<file path="src/rtl/seg7_pkg.sv">
// Shared seven-segment constants and decode helpers for the seg7 receive path.
// Bit order of every pattern: bit0 = segment a .. bit6 = segment g, 1 = lit.
package seg7_pkg;

  localparam logic [6:0] SEG_0     = 7'h3F;
  localparam logic [6:0] SEG_1     = 7'h06;
  localparam logic [6:0] SEG_2     = 7'h5B;
  localparam logic [6:0] SEG_3     = 7'h4F;
  localparam logic [6:0] SEG_4     = 7'h66;
  localparam logic [6:0] SEG_5     = 7'h6D;
  localparam logic [6:0] SEG_6     = 7'h7C;
  localparam logic [6:0] SEG_7     = 7'h07;
  localparam logic [6:0] SEG_8     = 7'h7F;
  localparam logic [6:0] SEG_9     = 7'h67;
  localparam logic [6:0] SEG_BLANK = 7'h00;

  localparam logic [3:0] CODE_BLANK = 4'hF;
  localparam logic [3:0] CODE_ERR   = 4'hE;

  typedef struct packed {
    logic [3:0] code;
    logic       blank;
    logic       pat_err;
  } seg7_dec_t;

  function automatic seg7_dec_t seg7_decode(input logic [6:0] pat);
    seg7_dec_t d;
    d.blank   = 1'b0;
    d.pat_err = 1'b0;
    case (pat)
      SEG_0:     d.code = 4'd0;
      SEG_1:     d.code = 4'd1;
      SEG_2:     d.code = 4'd2;
      SEG_3:     d.code = 4'd3;
      SEG_4:     d.code = 4'd4;
      SEG_5:     d.code = 4'd5;
      SEG_6:     d.code = 4'd6;
      SEG_7:     d.code = 4'd7;
      SEG_8:     d.code = 4'd8;
      SEG_9:     d.code = 4'd9;
      SEG_BLANK: begin
        d.code  = CODE_BLANK;
        d.blank = 1'b1;
      end
      default: begin
        d.code    = CODE_ERR;
        d.pat_err = 1'b1;
      end
    endcase
    return d;
  endfunction

  // Counting order: 0..9, then blank, then back to 0.
  function automatic logic [3:0] seg7_next_code(input logic [3:0] code);
    logic [3:0] n;
    case (code)
      4'd0, 4'd1, 4'd2, 4'd3, 4'd4,
      4'd5, 4'd6, 4'd7, 4'd8: n = code + 4'd1;
      4'd9:                   n = CODE_BLANK;
      CODE_BLANK:             n = 4'd0;
      default:                n = CODE_ERR;
    endcase
    return n;
  endfunction

endpackage

</file>
<file path="src/rtl/seg7_glitch_filter.sv">
// Synchronizes the raw segment pins and accepts a pattern once it has been
// seen on STABLE_CYCLES consecutive qualified samples and differs from the last one.
module seg7_glitch_filter import seg7_pkg::*; #(
  parameter int unsigned STABLE_CYCLES = 3
) (
  input  logic       clk,
  input  logic       rstn,
  input  logic [6:0] seg_in,
  input  logic       sample_en,
  output logic       accept,
  output logic [6:0] accept_pat
);

  localparam logic [3:0] CNT_MAX  = 4'(STABLE_CYCLES);
  localparam logic [3:0] CNT_LAST = 4'(STABLE_CYCLES - 1);

  logic [6:0] s1;
  logic [6:0] s2;
  logic [6:0] cand;
  logic [3:0] cnt;
  logic [6:0] last_pat;
  logic       has_acc;
  logic       stable_hit;

  // With a one-sample window any change is already stable.
  always_comb begin
    stable_hit = 1'b0;
    if (STABLE_CYCLES == 1) stable_hit = (s2 != cand);
    else                    stable_hit = (s2 == cand) && (cnt == CNT_LAST);
  end

  assign accept     = sample_en && stable_hit && (!has_acc || (s2 != last_pat));
  assign accept_pat = s2;

  always_ff @(posedge clk) begin
    if (!rstn) begin
      s1       <= '0;
      s2       <= '0;
      cand     <= '0;
      cnt      <= '0;
      last_pat <= '0;
      has_acc  <= 1'b0;
    end else begin
      s1 <= seg_in;
      s2 <= s1;
      if (sample_en) begin
        if (s2 != cand) begin
          cand <= s2;
          cnt  <= 4'd1;
        end else if (cnt < CNT_MAX) begin
          cnt <= cnt + 4'd1;
        end
      end
      if (accept) begin
        has_acc  <= 1'b1;
        last_pat <= s2;
      end
    end
  end

endmodule

</file>
<file path="src/rtl/seg7_rx_decoder.sv">
// Seven-segment receiver: filtered pattern acceptance, digit decode and error counting.
// Define SEG7_RX_SEQ_CHECK_EN to add counting-order checking (seq_err).
module seg7_rx_decoder import seg7_pkg::*; #(
  parameter int unsigned STABLE_CYCLES = 3
) (
  input  logic       clk,
  input  logic       rstn,
  input  logic [6:0] seg_in,
  input  logic       sample_en,
  output logic [3:0] digit_out,
  output logic       digit_valid,
  output logic       blank,
  output logic       pat_err,
  output logic       seq_err,
  output logic [7:0] err_count
);

  logic      accept;
  logic [6:0] acc_pat;
  seg7_dec_t dec;
  logic      seq_hit;

  seg7_glitch_filter #(
    .STABLE_CYCLES (STABLE_CYCLES)
  ) u_filter (
    .clk        (clk),
    .rstn       (rstn),
    .seg_in     (seg_in),
    .sample_en  (sample_en),
    .accept     (accept),
    .accept_pat (acc_pat)
  );

  assign dec = seg7_decode(acc_pat);

`ifdef SEG7_RX_SEQ_CHECK_EN
  logic       exp_valid;
  logic [3:0] exp_code;

  // An invalid pattern leaves nothing to expect, so the next accept is free.
  always_ff @(posedge clk) begin
    if (!rstn) begin
      exp_valid <= 1'b0;
      exp_code  <= '0;
    end else if (accept) begin
      exp_valid <= (dec.code != CODE_ERR);
      exp_code  <= seg7_next_code(dec.code);
    end
  end

  assign seq_hit = exp_valid && (dec.code != exp_code);
`else
  assign seq_hit = 1'b0;
`endif

  always_ff @(posedge clk) begin
    if (!rstn) begin
      digit_out   <= '0;
      digit_valid <= 1'b0;
      blank       <= 1'b0;
      pat_err     <= 1'b0;
      seq_err     <= 1'b0;
      err_count   <= '0;
    end else begin
      digit_valid <= accept;
      seq_err     <= accept && seq_hit;
      if (accept) begin
        digit_out <= dec.code;
        blank     <= dec.blank;
        pat_err   <= dec.pat_err;
        if ((dec.pat_err || seq_hit) && (err_count != 8'hFF)) begin
          err_count <= err_count + 8'd1;
        end
      end
    end
  end

endmodule
</file>
<file path="config.mk">
export PLATFORM = sky130hd
export DESIGN_NAME = seg7_rx_decoder
export DESIGN_NICKNAME = d
export VERILOG_FILES = /design/src/rtl/seg7_pkg.sv /design/src/rtl/seg7_glitch_filter.sv /design/src/rtl/seg7_rx_decoder.sv
export SDC_FILE = /design/constraint.sdc
export NUM_CORES = 1
export LEC_CHECK = 0
export CAP_MARGIN = 20
export CORE_ASPECT_RATIO = 1.2
export CORE_UTILIZATION = 35
export CTS_BUF_LIST = sky130_fd_sc_hd__clkbuf_2 sky130_fd_sc_hd__clkbuf_4 sky130_fd_sc_hd__clkbuf_8
export DETAILED_ROUTE_END_ITERATION = 7
export MAX_ROUTING_LAYER = met4
export PLACE_DENSITY = 0.61
export SYNTH_ARGS = -nofsm -noshare
export SYNTH_HDL_FRONTEND = slang
export SYNTH_HIERARCHICAL = 1
export SYNTH_SLANG_ARGS = --single-unit
export TNS_END_PERCENT = 30
</file>
<file path="constraint.sdc">
create_clock -name clk -period 8.17 [get_ports clk]
set_input_delay 1.2255 -clock clk [delete_from_list [all_inputs] [get_ports clk]]
set_output_delay 1.2255 -clock clk [all_outputs]
set_load 0.02 [all_outputs]
</file>
==> out/results.md, run 1 <==
| Group | Parameter | Reported |
|:---|:---|:---|
| status | Result of the run | completed |
| sta | Final-layout worst hold slack | 0.438 ns |
| drt | Number of remaining DRC errors | 0 |
| cells and area | Final core utilization | 41.5% |
| power and ir drop | Part of the power in the clock network | 37.8% |
| cells and area | Final Net Count | 276 |
| setup path | R2r worst-path depth | 10 |
| logic synthesis | Seq/Total Area, Yosys | 41.5% |
| power and ir drop | Power per standard cell area | 172 nW/um^2 |
| setup path | Worst R2R Start | u_filter/accept_pat[6] |
| power and ir drop | Switching Fraction | 23.9% |
| logic synthesis | Predominant post-synthesis flop cell | sky130_fd_sc_hd__dfxtp_1 |
| cells and area | Number of antenna repair diodes | 0 |
| setup path | Reg-to-reg setup timing slack | 5.05 ns |
| setup path | Kind of capture point of the worst setup path | register |
| logic synthesis | Multiplexer fraction of the synthesized cell area | 6.91% |
| logic synthesis | Distinct cell type count of the synthesized netlist | 49 |
| cells and area | Layout area overhead | 14.7% |
| power and ir drop | Peak supply drop | 0.0679 mV |
| floorplan | Die area | 6950 sq um |
| global routing | Global-route wire length before repair | 7430 um |
| cells and area | Fillers | 659 |
| placed design | Placer's final routability congestion estimate | 0.789 |
| cells and area | Layout cells sized above 1 | 8.33% |
| sta | Setup skew after layout | 0.00441 ns |
| logic synthesis | Biggest area contributors in the synthesized netlist | sky130_fd_sc_hd__dfxtp_1, sky130_fd_sc_hd__mux2i_1, sky130_fd_sc_hd__xnor2_1, sky130_fd_sc_hd__nand2_1, sky130_fd_sc_hd__and2_1 |
| logic synthesis | Mean instance size in the synthesized netlist | 9.38 sq um |
| global routing | Largest net degree at the start of global routing | 59 |
| clock tree | Number of buffers added for setup after CTS | 0 |
| clock tree | Latest clock arrival within the worst-skew pair | 0.30 ns |
| floorplan | DIE HEIGHT | 91.1 um |
| sta | Number of pins with negative max-slew slack in the final report | 0 |
| clock tree | Bufs on Longest Clock Path | 2 |
| logic synthesis | Area share of and/or/nand/nor cells after synthesis | 26.0% |
| logic synthesis | Yosys reg bits | 48 |
| hold path | Worst min path class | reg2reg |
| setup path | End point of the critical path | err_count[3] |
| sta | RSZ-0062 raised after global routing | no |
| sta | Worst-Margin Slew | 0.642 ns |
| drt | Total length of routed wires | 4200 um |
| floorplan | Standard-cell row count | 32 |
| logic synthesis | Number of nets produced by synthesis | 260 |
| clock tree | Clock-pin slew reported for the worst setup and hold paths after clock tree synthesis | 0.09 ns |
| job | MaxCap Viol Count | 0 |
| logic synthesis | Largest family of logic cells by synthesized area | simple AND/OR/NAND/NOR gates |
| cells and area | Area of the multi-input gates | 1190 sq um |
| hold path | Worst Hold Path Cells | 1 |
| clock tree | Number of buffers created by CTS | 5 |
| logic synthesis | Compound-gate portion of the synthesized area | 9.99% |
| floorplan | Starting density of the core | 36.2% |
| sta | Final critical-path required period | 3.38 ns |
| clock tree | Post-CTS Resized | 0 |
| placed design | Count of buffers inserted at the top-level ports | 24 |
| global routing | Total global routing track utilization | 13.9% |
| sta | Maximum frequency from static timing analysis | 296 MHz |
| clock tree | Clock tree from TritonCTS | built |
| drt | Iteration count of the initial detailed-routing pass | 4 |
| sta | Final setup TNS | 0 ns |
| logic synthesis | Top cell type by total area after synthesis | sky130_fd_sc_hd__dfxtp_1 |
| setup path | Data arrival time of the critical path | 3.62 ns |
| sta | Max-slew headroom | 57.1% |
| setup path | Reg2Reg Capture Point | err_count[3] |
| clock tree | Number of buffers added to fix hold violations after cts | 0 |
| clock tree | H-tree lvl count | 2 |
| power and ir drop | Internal power contribution | 349 uW |
| logic synthesis | Post-Syn Instances | 247 |
| logic synthesis | Area share of the largest cell type after synthesis | 41.5% |
| setup path | Data required time of the critical path | 8.41 ns |
| floorplan | Horiz. Die Dim | 76.3 um |
| logic synthesis | XOR/XNOR share of the synthesized area | 6.80% |
| drt | Routed len/inst | 12.0 um |
| logic synthesis | Yosys Warn Count | 6 |
| floorplan | Core outline area | 6410 sq um |
| setup path | Beginning of the critical path | sample_en |
| cells and area | Register cell area after layout | 961 sq um |
| power and ir drop | Leakage power summed over all cells | 0.996 nW |
| global routing | Remaining global-route overflow | 0 |
| drt | Antenna-violating nets left | 0 |
| global routing | Antenna violations before repair | 0 |
| clock tree | Clock sink count | 48 |
| sta | Count of endpoints failing setup in the final report | 0 |
| logic synthesis | Async S/R FF share, synth | 0% |
| global routing | Vias in the first global route | 1653 |
| logic synthesis | Post-synth EDFFs | 0 |
| drt | Via count | 1736 |
| placed design | Final HPWL from detailed placement | 2830 um |
| floorplan | Num ports | 26 |
| sta | Worst setup slack after layout | 4.79 ns |
| drt | Routed via count divided by cell count | 4.97 |
| power and ir drop | Share of total power in sequential cells | 53.8% |
| clock tree | Clock root buffer | sky130_fd_sc_hd__clkbuf_8 |
| power and ir drop | Switching power | 110 uW |
| power and ir drop | Gate power share | 8.4% |
| logic synthesis | Adder-cell area share of the yosys netlist | 1.62% |
| setup path | Critical path type | in2reg |
| sta | Final period utilization | 41.4% |
| setup path | Largest fanout on the critical path | 13 |
| placed design | Pre-CTS worst setup slack | 4.48 ns |
| sta | Count of final hold-check violations | 0 |
| logic synthesis | Cell area after technology mapping | 2320 sq um |
| power and ir drop | Total power after layout | 458 uW |
| drt | Iteration-0 DRC Markers | 54 |
| setup path | Crit start category | primary input |
stage by stage:
stage               area, sq um  std cells
CTS                        2650        348
global route               2660        349
detailed placement         2540        340
finish                     2660        349
floorplan                  2320        247
global placement           2540        340
cell type report:
cell class                      count  share of cell area (%)
Tap cell                           85                    4.00
Clock inverter                      3                    1.74
Sequential cell                    48                    36.1
Multi-Input combinational cell    175                    44.9
Timing Repair Buffer               27                    9.79
Clock buffer                        5                    2.59
Inverter                            6                   0.847
cell usage in the layout (no fill, tap or decap), types with 7 or more instances in the layout:
cell	instances
sky130_fd_sc_hd__o21ai_0	10
sky130_fd_sc_hd__clkdlybuf4s50_1	24
sky130_fd_sc_hd__nand4_1	10
sky130_fd_sc_hd__mux2i_1	16
sky130_fd_sc_hd__xnor2_1	14
sky130_fd_sc_hd__dfxtp_1	48
sky130_fd_sc_hd__nand3_1	7
sky130_fd_sc_hd__nand2_1	27
sky130_fd_sc_hd__nor3_1	7
sky130_fd_sc_hd__nor2_1	7
sky130_fd_sc_hd__and2_1	16
worst max-delay path, cell delays in order:
cell and delay, ns:
sky130_fd_sc_hd__clkdlybuf4s50_1 0.62, sky130_fd_sc_hd__nand3_1 0.19, sky130_fd_sc_hd__nor3_1 0.21, sky130_fd_sc_hd__buf_4 0.21, sky130_fd_sc_hd__inv_1 0.08, sky130_fd_sc_hd__a31oi_1 0.37, sky130_fd_sc_hd__nand4_1 0.16, sky130_fd_sc_hd__or4_1 0.41
sky130_fd_sc_hd__a21boi_1 0.14
synthesized netlist by cell type (6+ instances only):
cell type and n:
sky130_fd_sc_hd__a31oi_1 6, sky130_fd_sc_hd__nor3_1 7, sky130_fd_sc_hd__and2_1 16, sky130_fd_sc_hd__nor2_1 7, sky130_fd_sc_hd__nand3_1 7, sky130_fd_sc_hd__xnor2_1 14
sky130_fd_sc_hd__inv_1 6, sky130_fd_sc_hd__dfxtp_1 48, sky130_fd_sc_hd__o21ai_0 10, sky130_fd_sc_hd__nand4_1 10, sky130_fd_sc_hd__mux2i_1 16, sky130_fd_sc_hd__clkbuf_1 8
sky130_fd_sc_hd__nand2_1 27
power by group through the flow:
stage	combinational (mW)	clock [mW]	sequential, mW
3_5_place_dp	0.0380	0	0.252
2_1_floorplan	0.0349	0	0.248
6_report	0.0385	0.173	0.247
4_1_cts	0.0381	0.180	0.247
3_3_place_gp	0.0374	0	0.252
5_1_grt	0.0431	0.189	0.248
worst min-delay path by stage:
stage | from | to | slack (ns)
4_1_cts | u_filter/s1[3] | u_filter/accept_pat[3] | 0.44
3_3_place_gp | u_filter/s1[6] | u_filter/accept_pat[6] | 0.41
5_1_grt | u_filter/s1[6] | u_filter/accept_pat[6] | 0.46
6_report | u_filter/s1[3] | u_filter/accept_pat[3] | 0.44
3_5_place_dp | u_filter/s1[3] | u_filter/accept_pat[3] | 0.42
2_1_floorplan | u_filter/s1[0] | u_filter/accept_pat[0] | 0.41
layer usage:
layer  vias up  part of all wire (%)  GRT usage [%]
met3         5                   3.9           3.72
met5         -                     0              -
met2        32                    48           23.1
met1       797                    47           15.6
met4         0                   1.6           5.77
li1        902                     -              -
kinds of logic after synthesis:
kind of cell | after synthesis
AOI/OAI and AO/OA | 35
and+or+nand+nor | 102
DFF | 48
other | 1
xor gates and xnor gates | 18
buffers and inverters | 24
muxes | 16
adders and majority gates | 3
state kept, by name, summed over array words and instances (netlist names):
signal	flops
err_count	8
u_filter/accept_pat	7
u_filter/cand	7
u_filter/last_pat	7
u_filter/s1	7
digit_out	4
u_filter/cnt	4
blank	1
digit_valid	1
pat_err	1
u_filter/has_acc	1
(Power assumes the default switching activity.)
==> run 2: changes to the inputs <==
- clock period: 8.17 -> 3.2 ns (I/O delays scaled with it)
==> out/results.md, run 2 (synthesized netlist as in run 1, its figures left out) <==
| Group | Parameter | Reported | vs previous |
|:---|:---|:---|:---|
| status | Result of the run | completed |  |
| cells and area | Leading cell types in the layout, fill and taps excluded | sky130_fd_sc_hd__dfxtp_1, sky130_fd_sc_hd__nand2_1, sky130_fd_sc_hd__clkdlybuf4s50_1 |  |
| clock tree | Clock sink count | 48 | unchanged |
| clock tree | Clock tree from TritonCTS | built |  |
| sta | Final setup TNS | 0 ns | unchanged |
| sta | Final period utilization | 80.9% |  |
| hold path | Worst min path class | reg2reg |  |
| sta | Worst setup slack after layout | 0.612 ns | -4.18 ns |
| placed design | Pre-CTS worst setup slack | 0.573 ns | -3.91 ns |
| sta | Worst-Margin Slew | 0.550 ns | -0.0919 ns |
| floorplan | Num ports | 26 | unchanged |
| clock tree | Clock root buffer | sky130_fd_sc_hd__clkbuf_8 |  |
| floorplan | DIE HEIGHT | 91.1 um | unchanged |
| setup path | Crit start category | register |  |
| clock tree | Bufs on Longest Clock Path | 2 | unchanged |
| clock tree | Number of buffers added to fix hold violations after cts | 0 | unchanged |
| floorplan | Core outline area | 6410 sq um | unchanged |
| drt | Total length of routed wires | 4340 um | +3.4% |
| clock tree | Latest clock arrival within the worst-skew pair | 0.30 ns | about the same |
| clock tree | Number of buffers added for setup after CTS | 0 | unchanged |
| drt | Via count | 1772 | +2.1% |
| hold path | Worst Hold Path Cells | 1 | unchanged |
| placed design | Final HPWL from detailed placement | 3200 um | +13% |
| drt | Routed via count divided by cell count | 4.95 | -0.49% |
| setup path | Kind of capture point of the worst setup path | register |  |
| setup path | R2r worst-path depth | 9 | -1 |
| clock tree | Clock-pin slew reported for the worst setup and hold paths after clock tree synthesis | 0.08 ns | about the same |
| clock tree | H-tree lvl count | 2 | unchanged |
| cells and area | Layout area overhead | 17.0% |  |
| sta | Max-slew headroom | 62.9% | +5.8 points |
| drt | Number of remaining DRC errors | 0 | unchanged |
| job | MaxCap Viol Count | 0 | unchanged |
| drt | Iteration-0 DRC Markers | 53 | -1.9% |
| power and ir drop | Peak supply drop | 0.283 mV | +320% |
| drt | Iteration count of the initial detailed-routing pass | 4 | unchanged |
| floorplan | Starting density of the core | 36.2% | unchanged |
| power and ir drop | Gate power share | 10.8% | +2.4 points |
| sta | RSZ-0062 raised after global routing | no |  |
| sta | Maximum frequency from static timing analysis | 386 MHz |  |
| cells and area | Final Net Count | 285 | +3.3% |
| global routing | Antenna violations before repair | 0 | unchanged |
| placed design | Placer's final routability congestion estimate | 0.780 | -1.1% |
| cells and area | Number of antenna repair diodes | 0 | unchanged |
| setup path | Data arrival time of the critical path | 2.82 ns | -0.80 ns |
| power and ir drop | Internal power contribution | 846 uW | +140% |
| cells and area | Final core utilization | 42.3% | +0.82 points |
| cells and area | Register containing the most flip-flops in the final layout | err_count |  |
| global routing | Total global routing track utilization | 14.0% | +0.14 points |
| drt | Antenna-violating nets left | 0 | unchanged |
| setup path | Largest fanout on the critical path | 6 | -7 |
| sta | Final critical-path required period | 2.59 ns |  |
| floorplan | Standard-cell row count | 32 | unchanged |
| global routing | Remaining global-route overflow | 0 | unchanged |
| setup path | Critical path type | reg2reg |  |
| floorplan | Horiz. Die Dim | 76.3 um | unchanged |
| drt | Routed len/inst | 12.1 um | +0.78% |
| power and ir drop | Switching power | 271 uW | +150% |
| sta | Count of final hold-check violations | 0 | unchanged |
| floorplan | Die area | 6950 sq um | unchanged |
| clock tree | Post-CTS Resized | 0 | unchanged |
| sta | Count of endpoints failing setup in the final report | 0 | unchanged |
| cells and area | Layout cells sized above 1 | 11.4% | +3.0 points |
| power and ir drop | Power per standard cell area | 412 nW/um^2 | +140% |
| global routing | Vias in the first global route | 1647 | -0.36% |
| setup path | Data required time of the critical path | 3.43 ns | -4.98 ns |
| global routing | Global-route wire length before repair | 7560 um | +1.7% |
| placed design | Count of buffers inserted at the top-level ports | 24 | unchanged |
| sta | Number of pins with negative max-slew slack in the final report | 0 | unchanged |
| cells and area | Number of flip-flops in the largest register | 8 | unchanged |
| clock tree | Number of buffers created by CTS | 5 | unchanged |
| power and ir drop | Part of the power in the clock network | 34.0% | -3.8 points |
| global routing | Largest net degree at the start of global routing | 35 | -41% |
| power and ir drop | Share of total power in sequential cells | 55.2% | +1.4 points |
| sta | Setup skew after layout | 0.00415 ns | -0.000268 ns |
| cells and area | Most common library cell in the layout ignoring fill and taps | sky130_fd_sc_hd__dfxtp_1 |  |
| power and ir drop | Switching Fraction | 24.2% | +0.34 points |
| power and ir drop | Leakage power summed over all cells | 1.04 nW | +4.1% |
-- run 2: worst max-delay path: stages (launching register included) --
cell and delay (ns):
sky130_fd_sc_hd__dfxtp_1 0.33, sky130_fd_sc_hd__xnor2_1 0.20, sky130_fd_sc_hd__nand4_1 0.21, sky130_fd_sc_hd__or2_2 0.36
sky130_fd_sc_hd__nor3_1 0.25, sky130_fd_sc_hd__inv_1 0.11, sky130_fd_sc_hd__a31oi_1 0.35, sky130_fd_sc_hd__nand4_1 0.16
sky130_fd_sc_hd__or4_1 0.41, sky130_fd_sc_hd__a21boi_1 0.14
-- run 2: cell type report --
type,count,area [sq um]
fillers,672,3690
multi-input cells,175,1190
flip-flops and latches,48,961
repair buffers,36,330
well taps,85,106
clock buffers,7,90.1
inverters,6,22.5
clock inverters,1,7.51
-- run 2: path summary, 6_finish.rpt --
kind	start	to	slack [ns]
worst min register to register	u_filter/s1[0]	u_filter/accept_pat[0]	0.44
worst min-delay path	u_filter/s1[0]	u_filter/accept_pat[0]	0.44
worst max register to register	u_filter/accept_pat[2]	err_count[3]	0.61
worst max-delay path	u_filter/accept_pat[2]	err_count[3]	0.61
-- run 2: power groups by stage --
stage                     sequential [mW]  combinational [mW]  clock, mW
after floorplan                     0.634              0.0891          0
after global placement              0.631               0.120          0
after detailed placement            0.631               0.122          0
after CTS                           0.617               0.122      0.397
after global routing                0.618               0.134      0.421
final                               0.617               0.120      0.380
-- run 2: layer usage --
metal / wire length [um] / up-vias / track usage (%)
li1: - / 907 / -
met1: 2010 / 832 / 15.9
met2: 2110 / 28 / 24.0
met3: 151 / 5 / 3.12
met4: 70 / 0 / 5.29
met5: 0 / - / -
-- run 2: through the flow --
stage / std cells / hold WS [ns] / instance area [sq um] / total power, mW
2_1_floorplan: 247 / 0.412 / 2320 / 0.723
3_3_place_gp: 350 / 0.416 / 2610 / 0.750
3_5_place_dp: 350 / 0.418 / 2610 / 0.753
6_report: 358 / 0.436 / 2710 / 1.12
4_1_cts: 358 / 0.439 / 2710 / 1.14
5_1_grt: 358 / 0.454 / 2710 / 1.17
